### src/rtl/l2_arbiter.sv
// l2_arbiter
//   Shares one L2 request interface between the L1 instruction cache (port I)
//   and the L1 data cache (port D). One line-sized transaction is in flight at
//   a time; contention is resolved round-robin. Every output is a flop.
//
// Handshake: a requester raises read and/or write (level) with addr/wdata and
//   holds them until it sees its one-cycle ready pulse. The arbiter raises
//   exactly one of l2_read/l2_write and holds it, with l2_addr/l2_wdata, until
//   L2 returns a one-cycle l2_ready; l2_rdata is taken in that same cycle.
//
// Ports:
//   clk, reset             clock (rising edge), asynchronous active-low reset
//   i_read/i_write/i_addr/i_wdata -> i_ready, i_rdata   instruction port
//   d_read/d_write/d_addr/d_wdata -> d_ready, d_rdata   data port
//   l2_read/l2_write/l2_addr/l2_wdata, l2_rdata/l2_ready L2 side
//   i_cnt, d_cnt           saturating grant counters per port
//   dbg_state              current FSM state (IDLE=0, BUSY=1, DONE=2)
module l2_arbiter #(
    parameter int ADDR_W = 28,
    parameter int LINE_W = 128,
    parameter int CNT_W  = 16
) (
    input  logic              clk,
    input  logic              reset,
    input  logic              i_read,
    input  logic              i_write,
    input  logic [ADDR_W-1:0] i_addr,
    input  logic [LINE_W-1:0] i_wdata,
    output logic              i_ready,
    output logic [LINE_W-1:0] i_rdata,
    input  logic              d_read,
    input  logic              d_write,
    input  logic [ADDR_W-1:0] d_addr,
    input  logic [LINE_W-1:0] d_wdata,
    output logic              d_ready,
    output logic [LINE_W-1:0] d_rdata,
    output logic              l2_read,
    output logic              l2_write,
    output logic [ADDR_W-1:0] l2_addr,
    output logic [LINE_W-1:0] l2_wdata,
    input  logic [LINE_W-1:0] l2_rdata,
    input  logic              l2_ready,
    output logic [CNT_W-1:0]  i_cnt,
    output logic [CNT_W-1:0]  d_cnt,
    output logic [1:0]        dbg_state
);

    typedef enum logic [1:0] {
        IDLE = 2'd0,
        BUSY = 2'd1,
        DONE = 2'd2
    } state_t;

    localparam logic [CNT_W-1:0] CNT_MAX = {CNT_W{1'b1}};

    state_t              state_q, state_d;
    logic                last_d_q, last_d_d;   // 1: most recent grant went to D
    logic                gnt_d_q, gnt_d_d;     // 1: transaction in flight belongs to D
    logic                l2_read_q, l2_read_d;
    logic                l2_write_q, l2_write_d;
    logic [ADDR_W-1:0]   l2_addr_q, l2_addr_d;
    logic [LINE_W-1:0]   l2_wdata_q, l2_wdata_d;
    logic                i_ready_q, i_ready_d;
    logic                d_ready_q, d_ready_d;
    logic [LINE_W-1:0]   i_rdata_q, i_rdata_d;
    logic [LINE_W-1:0]   d_rdata_q, d_rdata_d;
    logic [CNT_W-1:0]    i_cnt_q, i_cnt_d;
    logic [CNT_W-1:0]    d_cnt_q, d_cnt_d;

    logic req_i, req_d, pick_d;

    always_comb begin
        req_i  = i_read | i_write;
        req_d  = d_read | d_write;
        // D wins when it is the only requester, or on a tie when I went last.
        pick_d = req_d & (~req_i | ~last_d_q);

        state_d    = state_q;
        last_d_d   = last_d_q;
        gnt_d_d    = gnt_d_q;
        l2_read_d  = l2_read_q;
        l2_write_d = l2_write_q;
        l2_addr_d  = l2_addr_q;
        l2_wdata_d = l2_wdata_q;
        i_ready_d  = 1'b0;
        d_ready_d  = 1'b0;
        i_rdata_d  = i_rdata_q;
        d_rdata_d  = d_rdata_q;
        i_cnt_d    = i_cnt_q;
        d_cnt_d    = d_cnt_q;

        case (state_q)
            IDLE: begin
                if (req_i || req_d) begin
                    gnt_d_d  = pick_d;
                    last_d_d = pick_d;
                    state_d  = BUSY;
                    // read+write together on one port is treated as a write
                    if (pick_d) begin
                        l2_write_d = d_write;
                        l2_read_d  = ~d_write;
                        l2_addr_d  = d_addr;
                        l2_wdata_d = d_wdata;
                        d_cnt_d    = (d_cnt_q == CNT_MAX) ? d_cnt_q : d_cnt_q + CNT_W'(1);
                    end else begin
                        l2_write_d = i_write;
                        l2_read_d  = ~i_write;
                        l2_addr_d  = i_addr;
                        l2_wdata_d = i_wdata;
                        i_cnt_d    = (i_cnt_q == CNT_MAX) ? i_cnt_q : i_cnt_q + CNT_W'(1);
                    end
                end
            end
            BUSY: begin
                // Requester inputs are deliberately ignored until L2 answers.
                if (l2_ready) begin
                    l2_read_d  = 1'b0;
                    l2_write_d = 1'b0;
                    l2_addr_d  = '0;
                    l2_wdata_d = '0;
                    state_d    = DONE;
                    if (gnt_d_q) begin
                        d_ready_d = 1'b1;
                        if (l2_read_q) d_rdata_d = l2_rdata;
                    end else begin
                        i_ready_d = 1'b1;
                        if (l2_read_q) i_rdata_d = l2_rdata;
                    end
                end
            end
            DONE: begin
                // Dead cycle: lets the requester drop its level request.
                state_d = IDLE;
            end
            default: state_d = IDLE;
        endcase
    end

    always_ff @(posedge clk or negedge reset) begin
        if (!reset) begin
            state_q    <= IDLE;
            last_d_q   <= 1'b1;
            gnt_d_q    <= 1'b0;
            l2_read_q  <= 1'b0;
            l2_write_q <= 1'b0;
            l2_addr_q  <= '0;
            l2_wdata_q <= '0;
            i_ready_q  <= 1'b0;
            d_ready_q  <= 1'b0;
            i_rdata_q  <= '0;
            d_rdata_q  <= '0;
            i_cnt_q    <= '0;
            d_cnt_q    <= '0;
        end else begin
            state_q    <= state_d;
            last_d_q   <= last_d_d;
            gnt_d_q    <= gnt_d_d;
            l2_read_q  <= l2_read_d;
            l2_write_q <= l2_write_d;
            l2_addr_q  <= l2_addr_d;
            l2_wdata_q <= l2_wdata_d;
            i_ready_q  <= i_ready_d;
            d_ready_q  <= d_ready_d;
            i_rdata_q  <= i_rdata_d;
            d_rdata_q  <= d_rdata_d;
            i_cnt_q    <= i_cnt_d;
            d_cnt_q    <= d_cnt_d;
        end
    end

    assign l2_read   = l2_read_q;
    assign l2_write  = l2_write_q;
    assign l2_addr   = l2_addr_q;
    assign l2_wdata  = l2_wdata_q;
    assign i_ready   = i_ready_q;
    assign d_ready   = d_ready_q;
    assign i_rdata   = i_rdata_q;
    assign d_rdata   = d_rdata_q;
    assign i_cnt     = i_cnt_q;
    assign d_cnt     = d_cnt_q;
    assign dbg_state = state_q;

endmodule

### config.mk
export PLATFORM = sky130hd
export DESIGN_NAME = l2_arbiter
export DESIGN_NICKNAME = d
export VERILOG_FILES = /design/src/rtl/l2_arbiter.sv
export SDC_FILE = /design/constraint.sdc
export NUM_CORES = 1
export LEC_CHECK = 0
export ABC_AREA = 1
export CAP_MARGIN = 5
export CORE_AREA = 4 4 352 354
export DETAILED_ROUTE_END_ITERATION = 16
export DIE_AREA = 0 0 356 358
export PLACE_DENSITY_LB_ADDON = 0.2
export SKIP_CTS_REPAIR_TIMING = 1
export SYNTH_ARGS = -nofsm -noshare
export SYNTH_HDL_FRONTEND = slang
export SYNTH_SLANG_ARGS = --single-unit
### constraint.sdc
create_clock -name clk -period 2.1 [get_ports clk]
set_input_delay 0.42 -clock clk [delete_from_list [all_inputs] [get_ports clk]]
set_output_delay 0.42 -clock clk [all_outputs]
set_load 0.005 [all_outputs]
Yosys cells after proc, flatten, opt, wreduce, memory -nomap -nowiden. Index checks and enable logic that the tools add are counted.

Bits in registers: 452. Logic and storage cells: 66.

Add/subtract/negate cells: 2. Equal/unequal tests: 5. Mux-type cells: 24. Bitwise logic cells: 12. Reduce and logical (&&, ||, !) cells: 10.

Operator list (count): 128-bit two-way mux (3); 128-bit one-hot mux with 2 select lines (1); 28-bit two-way mux (3); 28-bit one-hot mux with 2 select lines (1); 16-bit by 1-bit adder with 16-bit output (second input constant) (2); 16-bit equality test (second input constant) (2); 4-bit AND reduction (4); 1-bit two-way mux (11); 1-bit inverter (8); 2-bit two-way mux (2); 2-bit != test (second input constant) (2); 1-bit one-hot mux with 2 select lines (2); 2-bit one-hot mux with 2 select lines (1); 2-bit AND reduction (2); 1-bit bitwise OR (3); 3-bit AND reduction (1); 2-bit by 1-bit equality test with 1-bit output (second input constant) (1); 2-bit logical NOT (1); 2-bit nonzero test (1); 1-bit bitwise AND (1); 1-bit logical OR (1).

Longest topological paths before layout. Gate-level depths: netlist of run 1.

Depth in word-level cells: 7. Mapped depth: 11. Depth with buffers taken out: 10.

Least setup slack after synthesis of run 1. Ideal clock, no wire load.

Path kind: register to register. Start point: reg d_cnt_q[0] (netlist: d_cnt[0]). End point: reg d_cnt_q[3] (netlist: d_cnt[3]). Setup time: 0.116 ns. Data arrival time: 1.477 ns. Data required time: 1.984 ns. Slack: 0.507 ns. Stages on the path, launching flop included: 12. Path buffers: 1. Period minus slack after synthesis: 1.593 ns. Cells stage by stage: dfrtp_1 -> ha_1 -> nand3_1 -> inv_1 -> nand2_2 -> inv_1 -> nand2_1 -> nand2_4 -> inv_2 -> buf_6 -> nand2_1 -> nand2_1.

Longest elaborated chain between the ends: 3. Elaborated cells between the ends (all ways): 4. Those cells by class: add/sub: 1; eq/ne: 1; bitwise: 1; reduce/logical: 1.

RTL lines: start, declared (line 68) `logic [CNT_W-1:0] d_cnt_q, d_cnt_d;`; start signal, assigned (line 167) `d_cnt_q <= d_cnt_d;`; parallel branches: the longest is 3 deep, another holds 16-bit by 1-bit adder with 16-bit output.

Parallel ways; which one is timed is not known. A chain may end at the register's enable or synchronous reset.

Final worst setup path of run 1.
Start point: reg l2_wdata_q[80] (netlist: l2_wdata[80]). End point: out l2_wdata[80].

RTL lines: start, declared (line 62) `logic [LINE_W-1:0] l2_wdata_q, l2_wdata_d;`; start signal, assigned (line 161) `l2_wdata_q <= l2_wdata_d;`; end, declared (line 40) `output logic [LINE_W-1:0] l2_wdata,`.

No word-level cell between the ends.

==> results of run 1 <==
==> through the flow <==
stage / setup TNS (ns) / hold slack [ns]
final: 0 / 0.342
after global routing: -0.0118 / 0.327
after CTS: -6.43 / -0.295
after detailed placement: -10.62 / 0.425
after global placement: -8.91 / 0.419
after floorplan: 0 / 0.124
==> cells in the final DEF, fill, tap and decap left out, types with 10 or more instances in the layout <==
cell type,n
dfrtp_2,32
clkbuf_8,13
dlymetal6s2s_1,68
inv_1,282
nand2_1,401
clkbuf_1,20
o21ai_0,499
o21ai_1,75
dfrtp_1,419
xnor2_1,10
buf_12,29
nand3_1,178
nand4_1,11
nor2_1,192
buf_4,108
clkbuf_16,58
clkdlybuf4s50_1,827
==> cell usage after synthesis (all sizes together) (2+ instances only) <==
master,count,area [um^2]
nor2,199,779
nand2,408,1560
xor2,5,43.8
o21ai,574,2870
o31ai,2,20.0
buf,117,661
clkbuf,28,105
inv,284,1070
ha,2,25.0
nand3,178,891
nand3b,2,15.0
nor3,3,36.3
dfrtp,451,11300
xnor2,10,87.6
nand4,11,68.8
==> worst max-delay path by stage <==
| stage | start | to | slack (ns) | cells past startpoint |
|---|---|---|---|---|
| after CTS | l2_wdata[79]$_DFFE_PN0P_ | l2_wdata[79] | -0.24 | 1 |
| after floorplan | d_cnt[0]$_DFFE_PN0P_ | d_cnt[3]$_DFFE_PN0P_ | 0.51 | 11 |
| after global routing | i_cnt[11]$_DFFE_PN0P_ | i_cnt[11] | -0.009 | 1 |
| after global placement | i_write | l2_wdata[72]$_DFFE_PN0P_ | -0.22 | 8 |
| after detailed placement | d_write | l2_wdata[75]$_DFFE_PN0P_ | -0.20 | 8 |
| final | l2_wdata[80]$_DFFE_PN0P_ | l2_wdata[80] | 0.06 | 1 |
==> sequential cells by signal (all words and copies together), names as in the netlist <==
name	cells
l2_write	1
d_ready	1
last_d_q	1
d_cnt	16
gnt_d_q	1
i_cnt	16
i_ready	1
l2_addr	28
l2_read	1
dbg_state	2
i_rdata	128
l2_wdata	128
d_rdata	128
==> worst reg2reg max path, cell delays in order (launching register included) <==
cell and delay [ns]:
dfstp_2 0.54, inv_1 0.06, nor2_1 0.18, nor2_4 0.05
buf_12 0.17, buf_12 0.21, o21ai_0 0.40, o21ai_0 0.13
==> report_power, final <==
part	switching (uW)	leakage [uW]	internal [uW]
combinational	10100	0.00838	10900
clock	4060	0.000887	5640
sequential	2570	0.00547	12900
total	16700	0.0147	29500
==> cell families (layout without fill, tap and decap cells) <==
family	count (synthesis)	count (layout)
DFF	452	452
xor gates and xnor gates	15	15
other	0	4
buffers and inverters	429	1419
and+or+nand+nor	802	802
adders and majority gates	2	2
AOI/OAI and AO/OA	577	577
==> layout make-up <==
class / instances / area share
clock buffer: 91 / 0.0512
clock inverter: 9 / 0.00301
multi-input combinational: 1396 / 0.194
antenna: 4 / 0.000301
inverter: 284 / 0.0322
sequential: 452 / 0.341
tap: 1625 / 0.0611
timing repair buffer: 1035 / 0.317
==> layer usage <==
metal / global-route usage / vias to the layer above / wire length (um)
met2: 0.247 / 720 / 46900
li1: - / 9236 / -
met1: 0.178 / 9005 / 39800
met3: 0.0522 / 126 / 8820
met5: 0 / - / 41
met4: 0.0371 / 6 / 2680
==> results.tsv, run 1 <==
stage	metric	value	unit
power	Pleak	0.0147	uW
die	Die ar.	0.127	mm^2
clock_tree	Reg clk slew, reported paths	0.06	ns
logic_synthesis	Unique masters post-synth	30	
worst_hold_path	hold crit path type	input pin to asynchronous set/reset pin	
sta	Hold Vio Cnt, Final	0	
drt	wire per inst	20.1	um
placement	PortBufs	896	
logic_synthesis	Compound-Gate Fraction of Synth Area	0.148	
sta	skew final	0.0178	ns
clock_tree	clk_lat worst skew	0.64	ns
critical_path	CP max FO	2	
logic_synthesis	Seq cells post-synth	452	
logic_synthesis	Syn Inst Count	2277	
drt	drt first pass iters	5	
logic_synthesis	main combinational cell family by area after synthesis	simple AND/OR/NAND/NOR gates	
drt	antenna-violating nets left	0	
die	starting density of the core	0.162	
layout	share of cells above drive strength 1	0.0833	
layout	Layout Area Growth over Synthesis	70.2	%
global_route	initial antenna violation count	6	
global_route	vias in the first global route	19600	
critical_path	Critical Path AT	1.62	ns
global_route	largest net degree at the start of global routing	60	
layout	Nets	3675	
critical_path	CP Capture Type	output port	
clock_tree	clk buf depth	3	
drt	routed via count	19100	
layout	Multi-input gate area	0.00647	mm^2
logic_synthesis	Syn Area/Cell	8.59	um^2
placement	post-DP HPWL	77800	um
critical_path	R2R Setup Slk	0.24	ns
sta	setup violators final	0	
layout	# fillers	13100	
clock_tree	clock root cell	clkbuf_16	
critical_path	Largest stage delay, worst path	0.56	ns
critical_path	worst r2r dst	l2_wdata[72]$_DFFE_PN0P_	
sta	Final Cycle Share	0.971	
clock_tree	total CTS buffers	57	
drt	DRT iter0 DRCs	1091	
run	max-cap violations	0	
critical_path	Critical-path top delay cell	clkdlybuf4s50_1	
die	die height	358	um
power	PwrDens	1390	mW/mm^2
die	row cnt	128	
clock_tree	CTS sink count	452	
logic_synthesis	syn_nets	2726	
global_route	first-pass GRT wire length	140000	um
logic_synthesis	post-synthesis mux area share	0	
clock_tree	# H-tree levels	2	
critical_path	kind of critical path	register to output port	
logic_synthesis	Simple-Gate Fraction of Synth Area	0.172	
layout	Final Instance Area	0.0333	mm^2
die	width of the die	356	um
logic_synthesis	post-synthesis xor/xnor area fraction	0.00672	
logic_synthesis	cell area after synthesis	0.0196	mm^2
global_route	grt ovf	0	
critical_path	Startpoint Class	register	
placement	pre-CTS WS	-0.203	ns
sta	Period minus WS final	2.04	ns
drt	DR DRC count	0	
logic_synthesis	Post-synth ARST share	1.00	
placement	Placed Instances	4782	
placement	DP Area	0.0312	mm^2
critical_path	kind of cell adding the most delay to the critical path	buffers and inverters	
sta	Slew @ Worst Pin	0.541	ns
layout	Post-Layout Cell Count	4896	
drt	Vias/cell	3.90	
critical_path	WP buf/inv	1	
critical_path	Reg2Reg Depth	7	
critical_path	Worst R2R Start	last_d_q$_DFFE_PN1P_	
placement	gpl congestion	0.812	
logic_synthesis	adder-cell share of the synthesized area	0.00128	
logic_synthesis	Seq/Total Area, Yosys	0.578	
critical_path	required time worst endpoint	1.68	ns
sta	final setup margin	0.0602	ns
power	Pwr Total	46200	uW
logic_synthesis	Ys Warns	0	
sta	Worst slew margin	0.639	
layout	final core utilization	0.275	
status	status	finished clean	
logic_synthesis	number of synthesized flops with an enable pin	0	
sta	maximum clock frequency	490	MHz
sta	final max-slew violation count	0	
drt	DRT Wirelength	98200	um
die	core area	0.121	mm^2
critical_path	crit-path cells	clkdlybuf4s50_1	
logic_synthesis	predominant post-synthesis flop cell	dfrtp_1	
power	Max VDD drop	581	uV
global_route	global-route usage over all layers	0.147	
layout	Register Area	0.0114	mm^2
die	IO Pins	897	
clock_tree	CTS tree	done	
No activity file was read; power rests on OpenSTA's default activity.
==> inputs of run 2 (changes only) <==
--- a/config.mk
+++ b/config.mk
@@ -7,9 +7,9 @@
 export LEC_CHECK = 0
 export ABC_AREA = 1
 export CAP_MARGIN = 5
-export CORE_AREA = 4 4 352 354
+export CORE_AREA = 4 4 349 351
 export DETAILED_ROUTE_END_ITERATION = 16
-export DIE_AREA = 0 0 356 358
+export DIE_AREA = 0 0 353 355
 export PLACE_DENSITY_LB_ADDON = 0.2
 export SKIP_CTS_REPAIR_TIMING = 1
 export SYNTH_ARGS = -nofsm -noshare
==> constraint.sdc (replaced) <==
create_clock -name clk -period 1.7 [get_ports clk]
set_input_delay 0.34 -clock clk [delete_from_list [all_inputs] [get_ports clk]]
set_output_delay 0.34 -clock clk [all_outputs]
set_load 0.005 [all_outputs]
==> run 2 against run 1 <==
Net effect:
- first-iteration DRC count rose by 12%
- via count increased by 4.6%
- utilization grew 3.7 points
- the flow now finishes with violations (negative setup slack)
- critical endpoint is now l2_wdata[24]$_DFFE_PN0P_
- sequential power up 23%
- clock-buffer cell count fell by 14
- combinational power is 42% higher
- non-clock buffer count up 168
- routed wire length increased by 9.7%
- clock power up 39%
- highest routed layer unchanged
- critical path type is now register to register
- design area rose by 11%
- flip-flop and latch count did not move
- global-route usage up 0.30 points
==> results.tsv, run 2 (synthesis gave the netlist of run 1 again) <==
stage	metric	value	unit	change
status	status	complete, but fails checks		was finished clean
status	failing checks	negative setup slack		
drt	antenna-violating nets left	0		unchanged
critical_path	CP max FO	8		was 2
layout	commonest non-fill, non-tap cells in the layout	clkdlybuf4s50_1, dlymetal6s2s_1, dfrtp_1		was clkdlybuf4s50_1, o21ai_0, dfrtp_1
drt	routed via count	20000		was 19100
clock_tree	# H-tree levels	2		unchanged
sta	skew final	0.0257	ns	was 0.0178 ns
sta	Final Cycle Share	1.04		
sta	maximum clock frequency	563	MHz	
placement	PortBufs	896		unchanged
drt	DR DRC count	0		unchanged
sta	Hold Vio Cnt, Final	0		unchanged
drt	DRT Wirelength	108000	um	was 98200 um
global_route	vias in the first global route	19800		was 19600
global_route	global-route usage over all layers	0.150		was 0.147
placement	pre-CTS WS	-0.436	ns	was -0.203 ns
sta	Fin Hold WS	0.171	ns	was 0.342 ns
clock_tree	CTS tree	done		unchanged
die	core area	0.119	mm^2	was 0.121 mm^2
placement	post-DP HPWL	79200	um	was 77800 um
drt	DRT iter0 DRCs	1220		was 1091
sta	final setup margin	-0.0762	ns	was 0.0602 ns
layout	share of cells above drive strength 1	0.166		was 0.0833
layout	# fillers	12500		was 13100
die	starting density of the core	0.164		was 0.162
clock_tree	clk buf depth	3		unchanged
drt	drt first pass iters	5		unchanged
global_route	first-pass GRT wire length	140000	um	about the same
global_route	initial antenna violation count	22		was 6
drt	Vias/cell	3.99		was 3.90
power	Max VDD drop	842	uV	was 581 uV
clock_tree	CTS sink count	452		unchanged
die	row cnt	127		was 128
layout	commonest non-fill, non-tap cell in the layout	clkdlybuf4s50_1		unchanged
run	max-cap violations	0		unchanged
die	width of the die	353	um	was 356 um
clock_tree	Reg clk slew, reported paths	0.06	ns	about the same
critical_path	Critical Path AT	2.35	ns	was 1.62 ns
die	die height	355	um	was 358 um
layout	Multi-input gate area	0.00680	mm^2	was 0.00647 mm^2
global_route	largest net degree at the start of global routing	70		was 60
sta	setup violators final	133		was 0
critical_path	CP Capture Type	register		was output port
critical_path	required time worst endpoint	2.27	ns	was 1.68 ns
layout	Layout Area Growth over Synthesis	89.7	%	was 70.2%
placement	gpl congestion	0.819		was 0.812
sta	RSZ-0062 raised after global routing	true		
critical_path	Startpoint Class	register		unchanged
power	Pleak	0.0202	uW	was 0.0147 uW
sta	final max-slew violation count	0		unchanged
global_route	grt ovf	0		unchanged
sta	TNS Setup	-3.82	ns	was 0 ns
clock_tree	clock root cell	clkbuf_16		unchanged
die	IO Pins	897		unchanged
clock_tree	total CTS buffers	59		was 57
drt	wire per inst	21.5	um	was 20.1 um
layout	Nets	3847		was 3675
sta	Worst slew margin	0.715		was 0.639
critical_path	kind of critical path	register to register		was register to output port
power	Pwr Total	62500	uW	was 46200 uW
sta	Period minus WS final	1.78	ns	
die	Die ar.	0.125	mm^2	was 0.127 mm^2
layout	Register Area	0.0114	mm^2	unchanged
sta	Slew @ Worst Pin	0.427	ns	was 0.541 ns
clock_tree	clk_lat worst skew	0.64	ns	about the same
worst_hold_path	hold crit path type	input pin to asynchronous set/reset pin		unchanged
power	PwrDens	1680	mW/mm^2	was 1390 mW/mm^2
-- run 2: cell types whose count changed in the layout (fill, tap and decap cells not counted), sizes merged --
cell / delta
clkdlybuf4s50: -382
dlymetal6s2s: +356
buf: +143
clkbuf: +37
clkinv: +12
bufinv: +7
clkinvlp: +6
diode: +3
inv: +1
nand2: +1
-- run 2: worst max-delay path: stages (launching register included) --
cell	delay, ns
dfstp_2	0.41
inv_2	0.10
nor2_4	0.04
nor2_4	0.36
buf_12	0.22
buf_12	0.17
clkbuf_16	0.17
o21ai_0	0.07
o21ai_1	0.12
-- run 2: path summary, 6_finish.rpt --
check | startpoint | to | slack (ns) | cells past startpoint
min in group clk | l2_rdata[54] | d_rdata[54]$_DFFE_PN0P_ | 0.28 | 3
min | reset | l2_addr[6]$_DFFE_PN0P_ | 0.17 | 2
max | last_d_q$_DFFE_PN1P_ | l2_wdata[24]$_DFFE_PN0P_ | -0.08 | 8
max in group asynchronous | reset | d_rdata[84]$_DFFE_PN0P_ | 0.73 | 4
max reg2reg | last_d_q$_DFFE_PN1P_ | l2_wdata[24]$_DFFE_PN0P_ | -0.08 | 8
min reg2reg | l2_wdata[110]$_DFFE_PN0P_ | l2_wdata[110]$_DFFE_PN0P_ | 0.50 | 2
-- run 2: final cells by class --
cell class,instances,area share
repair inverters,1,0.000438
repair buffers,1203,0.371
multi-input cells,1397,0.183
well taps,1548,0.0522
clock inverters,34,0.0118
clock buffers,77,0.0449
flip-flops and latches,452,0.306
inverters,284,0.0295
diodes,7,0.000472
-- run 2: per-layer routing --
metal / part of all wire / track usage
met5: 0.0016 / 0
met4: 0.035 / 0.0486
met3: 0.078 / 0.0530
met2: 0.48 / 0.251
met1: 0.40 / 0.179
-- run 2: power by group --
group	total (uW)	internal, uW	switching, uW
Sequential	19000	15900	3060
Combinational	30000	15700	14300
Clock	13500	8150	5360
Total	62500	39800	22700
-- run 2: per-stage QoR --
stage               std cells   util  cell area, um^2
detailed placement       4757  0.266            31600
global placement         4757  0.266            31600
finish                   5003  0.312            37100
floorplan                2277      -            19600
global route             4997  0.312            37100
CTS                      4868  0.283            33700
